## src/rtl/minmax_if.sv

```systemverilog
// minmax_if: beat-in / result-out handshake bundle for minmax_tracker.
interface minmax_if #(
    parameter int WIDTH = 64,
    parameter int IDXW  = 16
) ();
    logic             Start;
    logic             Signed;
    logic             InValid;
    logic             InReady;
    logic [WIDTH-1:0] InData;
    logic             InLast;
    logic             OutValid;
    logic             OutReady;
    logic [WIDTH-1:0] Min;
    logic [WIDTH-1:0] Max;
    logic [IDXW-1:0]  MinIdx;
    logic [IDXW-1:0]  MaxIdx;
    logic [IDXW-1:0]  Count;
    logic             Sat;

    modport master (
        output Start, Signed, InValid, InData, InLast, OutReady,
        input  InReady, OutValid, Min, Max, MinIdx, MaxIdx, Count, Sat
    );

    modport slave (
        input  Start, Signed, InValid, InData, InLast, OutReady,
        output InReady, OutValid, Min, Max, MinIdx, MaxIdx, Count, Sat
    );
endinterface

```

## src/rtl/minmax_tracker.sv

```systemverilog
// minmax_tracker: per-frame min/max with first-occurrence indices, one beat per clock.
module minmax_tracker #(
    parameter int WIDTH = 64,
    parameter int IDXW  = 16
) (
    input logic     clk,
    input logic     reset_n,
    minmax_if.slave bus
);
    typedef enum logic [1:0] {IDLE, ACCUM, DONE} state_t;

    state_t           state_q, state_d;
    logic             mode_q, mode_d;
    logic [WIDTH-1:0] min_q, min_d, max_q, max_d;
    logic [IDXW-1:0]  min_idx_q, min_idx_d, max_idx_q, max_idx_d, count_q, count_d;
    logic             sat_q, sat_d;
    logic             beat, first, full, lt_min, gt_max;
    logic [WIDTH-1:0] key_in, key_min, key_max;

    always_comb begin
        beat      = state_q == ACCUM && bus.InValid;
        first     = count_q == '0;
        full      = &count_q;
        // Flipping the MSB maps two's complement order onto unsigned order
        key_in    = {bus.InData[WIDTH-1] ^ mode_q, bus.InData[WIDTH-2:0]};
        key_min   = {min_q[WIDTH-1] ^ mode_q, min_q[WIDTH-2:0]};
        key_max   = {max_q[WIDTH-1] ^ mode_q, max_q[WIDTH-2:0]};
        lt_min    = key_in < key_min;
        gt_max    = key_in > key_max;
        state_d   = state_q;
        mode_d    = mode_q;
        min_d     = min_q;
        max_d     = max_q;
        min_idx_d = min_idx_q;
        max_idx_d = max_idx_q;
        count_d   = count_q;
        sat_d     = sat_q;
        case (state_q)
            IDLE: if (bus.Start) begin
                state_d   = ACCUM;
                mode_d    = bus.Signed;
                count_d   = '0;
                sat_d     = 1'b0;
                min_idx_d = '0;
                max_idx_d = '0;
            end
            ACCUM: if (beat) begin
                if (first || lt_min) begin
                    min_d     = bus.InData;
                    min_idx_d = count_q;
                end
                if (first || gt_max) begin
                    max_d     = bus.InData;
                    max_idx_d = count_q;
                end
                count_d = full ? count_q : count_q + 1'b1;
                sat_d   = sat_q | full;
                state_d = bus.InLast ? DONE : ACCUM;
            end
            DONE: state_d = bus.OutReady ? IDLE : DONE;
            default: state_d = IDLE;
        endcase
    end

    always_ff @(posedge clk or negedge reset_n) begin
        if (!reset_n) begin
            state_q   <= IDLE;
            mode_q    <= 1'b0;
            min_q     <= '0;
            max_q     <= '0;
            min_idx_q <= '0;
            max_idx_q <= '0;
            count_q   <= '0;
            sat_q     <= 1'b0;
        end else begin
            state_q   <= state_d;
            mode_q    <= mode_d;
            min_q     <= min_d;
            max_q     <= max_d;
            min_idx_q <= min_idx_d;
            max_idx_q <= max_idx_d;
            count_q   <= count_d;
            sat_q     <= sat_d;
        end
    end

    assign bus.InReady  = state_q == ACCUM;
    assign bus.OutValid = state_q == DONE;
    assign bus.Min      = min_q;
    assign bus.Max      = max_q;
    assign bus.MinIdx   = min_idx_q;
    assign bus.MaxIdx   = max_idx_q;
    assign bus.Count    = count_q;
    assign bus.Sat      = sat_q;
endmodule
```

## src/flat_wrapper.sv

```systemverilog
// flat-port wrapper written by rule: the top's interface ports become plain ports
module minmax_tracker_flat 
#(
    parameter int WIDTH = 64,
    parameter int IDXW  = 16
)
  (clk, reset_n, bus_Start, bus_Signed, bus_InValid, bus_InData, bus_InLast, bus_OutReady, bus_InReady, bus_OutValid, bus_Min, bus_Max, bus_MinIdx, bus_MaxIdx, bus_Count, bus_Sat);
  minmax_if #(.WIDTH(WIDTH), .IDXW(IDXW)) bus_i ();
  input logic clk;
  input logic reset_n;
  input wire logic [$bits(bus_i.Start)-1:0] bus_Start;
  input wire logic [$bits(bus_i.Signed)-1:0] bus_Signed;
  input wire logic [$bits(bus_i.InValid)-1:0] bus_InValid;
  input wire logic [$bits(bus_i.InData)-1:0] bus_InData;
  input wire logic [$bits(bus_i.InLast)-1:0] bus_InLast;
  input wire logic [$bits(bus_i.OutReady)-1:0] bus_OutReady;
  output wire logic [$bits(bus_i.InReady)-1:0] bus_InReady;
  output wire logic [$bits(bus_i.OutValid)-1:0] bus_OutValid;
  output wire logic [$bits(bus_i.Min)-1:0] bus_Min;
  output wire logic [$bits(bus_i.Max)-1:0] bus_Max;
  output wire logic [$bits(bus_i.MinIdx)-1:0] bus_MinIdx;
  output wire logic [$bits(bus_i.MaxIdx)-1:0] bus_MaxIdx;
  output wire logic [$bits(bus_i.Count)-1:0] bus_Count;
  output wire logic [$bits(bus_i.Sat)-1:0] bus_Sat;
  assign bus_i.Start = bus_Start;
  assign bus_i.Signed = bus_Signed;
  assign bus_i.InValid = bus_InValid;
  assign bus_i.InData = bus_InData;
  assign bus_i.InLast = bus_InLast;
  assign bus_i.OutReady = bus_OutReady;
  assign bus_InReady = bus_i.InReady;
  assign bus_OutValid = bus_i.OutValid;
  assign bus_Min = bus_i.Min;
  assign bus_Max = bus_i.Max;
  assign bus_MinIdx = bus_i.MinIdx;
  assign bus_MaxIdx = bus_i.MaxIdx;
  assign bus_Count = bus_i.Count;
  assign bus_Sat = bus_i.Sat;
  minmax_tracker #(.WIDTH(WIDTH), .IDXW(IDXW)) u_core (.clk(clk), .reset_n(reset_n), .bus(bus_i));
endmodule
```

## config.mk

```make
export PLATFORM = sky130hd
export DESIGN_NAME = minmax_tracker_flat
export DESIGN_NICKNAME = d
export VERILOG_FILES = /design/src/rtl/minmax_if.sv /design/src/rtl/minmax_tracker.sv /design/src/flat_wrapper.sv
export SDC_FILE = /design/constraint.sdc
export NUM_CORES = 1
export LEC_CHECK = 0
export ABC_AREA = 0
export BUFFER_PORTS_ARGS = -buffer_cell sky130_fd_sc_hd__buf_2
export CAP_MARGIN = 5
export CORE_ASPECT_RATIO = 0.8
export CORE_MARGIN = 2
export CORE_UTILIZATION = 55
export DETAILED_ROUTE_END_ITERATION = 7
export MAX_ROUTING_LAYER = met4
export PLACE_DENSITY_LB_ADDON = 0.12
export SETUP_SLACK_MARGIN = 0.15
export SLEW_MARGIN = 20
export SYNTH_ARGS = -nofsm -noshare
export SYNTH_HDL_FRONTEND = slang
export SYNTH_SLANG_ARGS = --single-unit
```

## constraint.sdc

```tcl
create_clock -name clk -period 3.55 [get_ports clk]
set_input_delay 0.71 -clock clk [delete_from_list [all_inputs] [get_ports clk]]
set_output_delay 0.71 -clock clk [all_outputs]
set_load 0.01 [all_outputs]
```

== Word-level counts from Yosys, hierarchy flattened ==
Cells that the tools add are included.
Cells by class
  eq/ne operators: 7
  $lt $le $gt $ge: 2
  multiplexer cells: 18
  reduce and logical (&&, ||, !) cells: 15
  add/subtract/negate cells: 1
  bitwise operators: 4
Operators by type and width (number)
  16-bit 2-to-1 mux: 7
  16-bit one-hot mux with 2 select lines: 3
  64-bit > comparator: 1
  64-bit less-than comparator: 1
  16-bit by 1-bit adder with 16-bit output (second input constant): 1
  16-bit logical NOT: 1
  16-bit AND reduction: 1
  4-bit AND reduction: 3
  3-bit AND reduction: 3
  2-bit 2-to-1 mux: 4
  2-bit by 1-bit != test with 1-bit output (second input constant): 3
  2-bit one-hot mux with 3 select lines: 1
  2-bit != test (second input constant): 2
  2-bit AND reduction: 2
  1-bit XOR: 3
  2-bit by 1-bit == test with 1-bit output (second input constant): 1
  2-bit == test (second input constant): 1
  2-bit logical NOT: 1
  1-bit logical OR: 2
  1-bit 2-to-1 mux: 2
  1-bit one-hot mux with 2 select lines: 1
  2-bit nonzero test: 1
  1-bit logical AND: 1
  1-bit OR: 1
Word-level totals
  flip-flop bits (word level): 180
  word-level logic and storage cells: 55
  input port bits: 71
  output and inout port bits: 179

== Depth between registers and ports, before layout ==
Gate-level depths: netlist of run 1.
  word-level depth: 6
  gate-level depth with buffers: 10
  depth with buffers taken out: 9

== Least setup slack after synthesis of run 1 ==
OpenSTA, ideal clock, no wires.
  path kind: in2reg
  from: input bus_InData[46]
  to: register u_core.min_q[11], in the netlist u_core.bus.Min[11]
  slack: 591 ps
  required time: 3425 ps
  arrival: 2834 ps
  cell stages on the path: 8
  path buffers: 1
  cells stage by stage: ha_1 -> nand4_1 -> or4_1 -> a41oi_1 -> o41ai_2 -> a21oi_4 -> buf_6 -> mux2_2
On the way
  cells in the longest elaborated chain, start to end: 3
Ends and longest elaborated chain
  from (decl): RTL line flat_wrapper.sv:14  | input wire logic [$bits(bus_i.InData)-1:0] bus_InData;
  64-bit less-than comparator: RTL line minmax_tracker.sv:28  | lt_min = key_in < key_min;
  1-bit logical OR: RTL line minmax_tracker.sv:48  | if (first || lt_min) begin
  3-bit AND reduction (no source line)
  to (signal assigned): RTL line minmax_tracker.sv:78  | min_q <= min_d;
  to (decl): RTL line minmax_tracker.sv:14  | logic [WIDTH-1:0] min_q, min_d, max_q, max_d;
Every way passes these cells.
A chain may end at the register's enable or synchronous reset.

== Worst setup path in the final report of run 1 ==
  from: register u_core.min_q[30], in the netlist u_core.bus.Min[30]
  to: register u_core.min_q[55], in the netlist u_core.bus.Min[55]
On the way
  cells in the longest elaborated chain, start to end: 3
Ends and longest elaborated chain (RTL line)
  64-bit less-than comparator: minmax_tracker.sv:28
  1-bit logical OR: minmax_tracker.sv:48
  3-bit AND reduction (no source line)
Every way passes these cells.

==> results.json, run 1 <==
{
  "outcome": "completed",
  "num_io_pins": 250,
  "wl_per_cell_um": 17.09,
  "max_stage_delay_ns": 0.45,
  "fmax_ghz": 0.3290,
  "worst_pin_slew_ns": 0.7629,
  "synth_simple_gate_area_share_pct": 9.219,
  "slowest_stage": "nor4_1",
  "hpwl_mm": 19.53,
  "crit_arrival_ns": 3.35,
  "synth_nets": 1164,
  "design_area_mm2": 0.01268,
  "postCtsHoldBufs": 0,
  "ir_worst_vdd_mv": 0.4403,
  "die_h_um": 127.5,
  "ys_ff_latch": 180,
  "wirelength_mm": 25.53,
  "yosys.area_share.adder_pct": 15.38,
  "cts_tree": "yes",
  "leakagePower_nw": 6.729,
  "final_hold_viol_count": 0,
  "power_density_mw_per_mm2": 864.9,
  "rsz0062_at_grt": "no",
  "setup_violations": 0,
  "vias": 8104,
  "dr.pass1.iters": 6,
  "dpl_cell_area_mm2": 0.01210,
  "tns_ns": 0,
  "period_needed_ns": 3.040,
  "grt-ovfl-total": 0,
  "final.period_utilization_pct": 85.63,
  "setup.worst_path.start_class": "flop",
  "synth-seq-area-share_pct": 42.93,
  "crit_type": "flop to flop",
  "cts-resized-gates": 0,
  "ys.flop_type": "dfrtp_1",
  "relSlewSlack_pct": 49.14,
  "hold_class": "input pin to asynchronous set/reset pin",
  "synth_edf_count": 0,
  "syn_area_mm2": 0.01049,
  "synth_xor_xnor_area_share_pct": 1.336,
  "cts.sinks": 180,
  "netlist_instances": 964,
  "rows": 45,
  "pre_cts_slack_ns": 0.08983,
  "clock_path_buffers": 2,
  "fin_skew_ns": 0.01111,
  "filler_cell_count": 1502,
  "maxSlewViolCount": 0,
  "core_mm2": 0.01886,
  "synth_compound_area_share_pct": 6.953,
  "area_delta_synth_final_pct": 20.88,
  "cts-buffers-inserted": 17,
  "cts-root-buf": "clkbuf_16",
  "grt_pass1_wl_mm": 40.84,
  "h-tree-depth": 4,
  "synth_cell_types": 51,
  "viasPerCell": 5.424,
  "synthArstFlopShare_pct": 100.0,
  "drt_iter0_drc": 428,
  "postCtsSetupRepairBufs": 0,
  "maxCapViolCount": 0,
  "synth.area.mux_share_pct": 17.85,
  "grt_antenna_before_repair": 1,
  "clk_pin_slew_ns": 0.08,
  "dieArea_mm2": 0.02020,
  "required_ns": 3.86,
  "grt_max_degree": 71,
  "drc": 0,
  "die_x_um": 158.4,
  "nets": 1422,
  "start_util_pct": 55.62,
  "grt_usage_pct": 26.87,
  "grt_pass1_vias": 7797,
  "numPortBuffers": 249,
  "crit_path_end_kind": "flop",
  "drive_gt1_share_pct": 33.68,
  "postRouteAntennaNets": 0,
  "yosysWarnings": 0,
  "path_cells": "inv_1, ha_1, nand4_1, nor4_1, nand2_1, a21oi_1, o41ai_2, a21oi_4, buf_12, mux2_2",
  "clkLatencyLatePin_ns": 0.43,
  "syn_area_per_cell_um2": 10.88,
  "gp_congestion": 0.9011,
  "synth_top_family_by_area": "multiplexers",
  "crit_fanout": 35,
  "fin_ws_ns": 0.5102
}
-- through the flow --
step | hold slack (ns) | instances | util [%] | power, W
after floorplan | 0.4144 | 964 | - | 0.007257
after global placement | 0.5077 | 1461 | 64.14 | 0.009010
after detailed placement | 0.5080 | 1461 | 64.14 | 0.009166
after CTS | 0.3158 | 1493 | 67.22 | 0.01107
after global routing | 0.3220 | 1494 | 67.24 | 0.01185
final | 0.2679 | 1494 | 67.24 | 0.01097
-- cell usage in the layout (no fill, tap or decap), drive strengths merged, types with 4 or more instances in the layout --
master  netlist  final
nand4        30     30
xnor2         5      5
a21o          7      7
a21oi        53     53
nor3         10     10
a211oi        5      5
nor4          5      5
a221oi        4      4
nor2         27     27
o211ai        9      9
inv         135    140
nor2b         5      5
nand3        18     18
and4          5      5
clkbuf        8     18
clkinv        0      7
mux2        128    128
nand2        93     93
o21ai        18     18
ha          129    129
mux2i        33     33
dfrtp       180    180
xor2         11     11
buf          16    263
-- power by group --
part / leakage (nW) / switching, W / internal [W]
registers: 2.23 / 0.000675 / 0.00287
clock network: 0.279 / 0.000901 / 0.000951
logic: 4.22 / 0.00284 / 0.00272
total: 6.73 / 0.00442 / 0.00655
-- worst max-delay path, delay by kind of cell, from the launching register on --
family / cells / cell delay, ns
muxes: 1 / 0.37
buffers and inverters: 2 / 0.34
adders and majority gates: 1 / 0.32
DFF: 1 / 0.38
AOI/OAI and AO/OA: 3 / 0.71
and+or+nand+nor: 3 / 0.76
-- Yosys cell counts, types with 4 or more instances --
cell type	instances	area (um2)
a211oi_1	5	37.54
a21o_1	7	52.55
a21oi_1	51	255.2
a221oi_1	4	35.03
and4_1	5	43.79
buf_2	8	40.04
buf_6	7	78.83
clkbuf_1	8	30.03
dfrtp_1	180	4504
ha_1	129	1614
inv_1	135	506.7
mux2_1	11	123.9
mux2_2	90	1013
mux2_4	27	405.4
mux2i_1	33	330.3
nand2_1	93	349.1
nand3_1	18	90.09
nand4_1	30	187.7
nor2_1	27	101.4
nor2b_1	5	31.28
nor3_1	10	50.05
nor4_1	4	25.02
o211ai_1	9	67.56
o21ai_0	18	90.09
xnor2_1	5	43.79
xor2_1	11	96.34
-- metal layers --
metal,GRT usage [%],share of wire [%]
met1,38.99,49
met2,38.54,43
met3,5.054,5.8
met4,7.790,1.9
met5,-,0
-- layout make-up --
cell class	count	area [um2]	share of cell area, %
Sequential cell	180	4504	35.52
Clock inverter	14	142.6	1.125
Antenna cell	1	2.502	0.01973
Inverter	135	506.7	3.996
Multi-Input combinational cell	625	5331	42.04
Clock buffer	18	439.2	3.463
Timing Repair Buffer	263	1433	11.30
Tap cell	258	322.8	2.545
-- sequential cells by signal, indices dropped and copies added, names as in the netlist --
name / count
u_core.bus.Max: 64
u_core.bus.Min: 64
u_core.bus.Count: 16
u_core.bus.MaxIdx: 16
u_core.bus.MinIdx: 16
u_core.state_q: 2
u_core.bus.Sat: 1
u_core.mode_q: 1
-- worst paths after layout --
kind / depth (start not counted) / slack, ns / endpoint / start
min in group clk: 3 / 0.50 / u_core.mode_q / bus_Signed
worst min-delay path: 1 / 0.27 / u_core.bus.Min[23] / reset_n
worst max register to register: 10 / 0.51 / u_core.bus.Min[55] / u_core.bus.Min[30]
worst min register to register: 1 / 0.53 / u_core.bus.Max[41] / u_core.bus.Max[41]
worst max-delay path: 10 / 0.51 / u_core.bus.Min[55] / u_core.bus.Min[30]
max in group asynchronous: 2 / 2.43 / u_core.bus.Min[10] / reset_n
-- cell families (layout without fill, tap and decap cells) --
logic type,Yosys count,in the layout
AOI/OAI and AO/OA,115,115
xor gates and xnor gates,16,16
adders and majority gates,129,129
buffers and inverters,159,430
DFF,180,180
muxes,161,161
other,0,1
and+or+nand+nor,204,204
Power figures use the tool's default switching activity.
==> inputs of run 2 (changes only) <==
--- a/config.mk
+++ b/config.mk
@@ -9,7 +9,7 @@
 export BUFFER_PORTS_ARGS = -buffer_cell sky130_fd_sc_hd__buf_2
 export CAP_MARGIN = 5
 export CORE_ASPECT_RATIO = 0.8
-export CORE_MARGIN = 2
+export CORE_MARGIN = 5
 export CORE_UTILIZATION = 55
 export DETAILED_ROUTE_END_ITERATION = 7
 export MAX_ROUTING_LAYER = met4
==> run 2 against run 1 <==
Critical path depth unchanged. Sequential power hardly changed. Worst setup slack better by 0.052 ns. Flip-flop and latch count unchanged. Count of clock-buffer cells in the layout fell by 1. Global-route usage shrank 2.8 points. Critical endpoint is now u_core.bus.MinIdx[6]. Highest routed layer unchanged.
==> results.json, run 2 (same netlist as run 1, synthesis figures left out) <==
{
  "clk_pin_slew_ns": 0.07,
  "cts-buffers-inserted": 17,
  "max_stage_delay_ns": 0.54,
  "setup.worst_path.start_class": "flop",
  "crit_arrival_ns": 3.34,
  "crit_fanout": 37,
  "rsz0062_at_grt": "no",
  "grt_pass1_wl_mm": 40.95,
  "worst-path-buf-inv": 3,
  "maxCapViolCount": 0,
  "fmax_ghz": 0.3347,
  "slowest_stage": "or4_1",
  "seqPwrFrac_pct": 32.1,
  "area_delta_synth_final_pct": 20.87,
  "grt_usage_pct": 24.04,
  "clkLatencyLatePin_ns": 0.43,
  "required_ns": 3.90,
  "postRouteAntennaNets": 0,
  "fin_ws_ns": 0.5618,
  "drt_iter0_drc": 442,
  "hpwl_mm": 19.79,
  "p_sw_share_pct": 40.03,
  "wl_per_cell_um": 17.17,
  "die_h_um": 133.5,
  "p_clk_share_pct": 17.0,
  "crit_path_end_kind": "flop",
  "layout_common_cells": "buf_2, dfrtp_1, inv_1",
  "ir_worst_vdd_mv": 0.5176,
  "worst_pin_slew_ns": 0.8281,
  "die_x_um": 164.4,
  "fin_skew_ns": 0.009779,
  "period_needed_ns": 2.988,
  "cp_top_family": "compound AO/OA/AOI/OAI gates",
  "cts-root-buf": "clkbuf_16",
  "numPortBuffers": 249,
  "drc": 0,
  "p_int_w": 0.006602,
  "relSlewSlack_pct": 44.68,
  "cts-resized-gates": 0,
  "rows": 45,
  "path_cells": "inv_1, ha_1, nand4_1, or4_1, a41oi_1, o41ai_2, a21oi_4, buf_12, buf_4, mux2i_1",
  "gp_congestion": 0.8888,
  "dr.pass1.iters": 5,
  "hold_class": "input pin to asynchronous set/reset pin",
  "dieArea_mm2": 0.02195,
  "viasPerCell": 5.333,
  "vias": 7962,
  "cts_tree": "yes",
  "layout_commonest_cell": "buf_2",
  "power.switching_w": 0.004408,
  "core_mm2": 0.01886,
  "crit_type": "flop to flop",
  "pre_cts_slack_ns": 0.1249,
  "wirelength_mm": 25.64,
  "start_util_pct": 55.62,
  "postCtsHoldBufs": 0,
  "leakagePower_nw": 6.730,
  "h-tree-depth": 4,
  "clock_path_buffers": 2,
  "final_hold_viol_count": 0,
  "cts.sinks": 180,
  "tns_ns": 0,
  "postCtsSetupRepairBufs": 0,
  "drive_gt1_share_pct": 33.63,
  "setup_violations": 0,
  "grt_antenna_before_repair": 1,
  "num_io_pins": 250,
  "combPwrFrac_pct": 50.9,
  "final.period_utilization_pct": 84.17,
  "power_density_mw_per_mm2": 868.2,
  "grt-ovfl-total": 0,
  "grt_pass1_vias": 7709,
  "outcome": "completed",
  "filler_cell_count": 1538,
  "grt_max_degree": 66,
  "nets": 1422,
  "maxSlewViolCount": 0
}
==> run 2: cell count changes in the layout (fill, tap and decap cells not counted), sizes merged <==
cell      before  now
clkinv         7    2
inv          140  143
bufinv         0    1
clkbuf        18   17
clkinvlp       2    3
==> run 2: stage by stage <==
step           std cells  utilization (%)  total power, W  hold WS (ns)  instance area [um2]
6_report            1493            67.23         0.01101        0.2238                12680
5_1_grt             1493            67.23         0.01188        0.2510                12680
4_1_cts             1492            67.22         0.01111        0.2315                12680
3_5_place_dp        1461            64.21        0.009200        0.5018                12110
3_3_place_gp        1461            64.21        0.009062        0.4949                12110
2_1_floorplan        964                -        0.007257        0.4144                10490
==> run 2: area by class of cell <==
cell class	count	area [um2]	share of cell area, %
Antenna cell	1	2.502	0.01973
Timing Repair Buffer	263	1445	11.40
Tap cell	258	322.8	2.546
Clock buffer	17	425.4	3.355
Multi-Input combinational cell	625	5331	42.04
Sequential cell	180	4504	35.52
Clock inverter	14	142.6	1.125
Inverter	135	506.7	3.996
==> run 2: power by group through the flow <==
stage	Clock (W)	Combinational (W)	Sequential, W
3_3_place_gp	0	0.00552	0.00355
4_1_cts	0.00191	0.00567	0.00354
6_report	0.00187	0.00560	0.00354
5_1_grt	0.00200	0.00622	0.00366
2_1_floorplan	0	0.00345	0.00381
3_5_place_dp	0	0.00563	0.00357
==> run 2: worst paths after layout <==
check / startpoint / to / slack [ns] / cells after the start
worst min-delay path: reset_n / u_core.bus.Max[42] / 0.22 / 1
worst max-delay path: u_core.bus.Min[46] / u_core.bus.MinIdx[6] / 0.56 / 10
worst min register to register: u_core.bus.MaxIdx[12] / u_core.bus.MaxIdx[12] / 0.52 / 2
worst max register to register: u_core.bus.Min[46] / u_core.bus.MinIdx[6] / 0.56 / 10
min in group clk: bus_Signed / u_core.mode_q / 0.50 / 3
max in group asynchronous: reset_n / u_core.bus.Max[15] / 2.58 / 2
==> run 2: worst register-to-register path, cell delays in order, from the launching register on <==
cell     delay, ns
dfrtp_1       0.39
inv_1         0.06
ha_1          0.31
nand4_1       0.15
or4_1         0.54
a41oi_1       0.33
o41ai_2       0.16
a21oi_4       0.23
buf_12        0.30
buf_4         0.25
mux2i_1       0.19
==> run 2: routing by layer <==
layer | global-route usage, % | routed length (um) | vias up
li1 | - | - | 3887
met1 | 35.48 | 12410 | 3814
met2 | 34.62 | 11370 | 234
met3 | 4.361 | 1513 | 27
met4 | 5.543 | 337 | 0
met5 | - | 0 | -
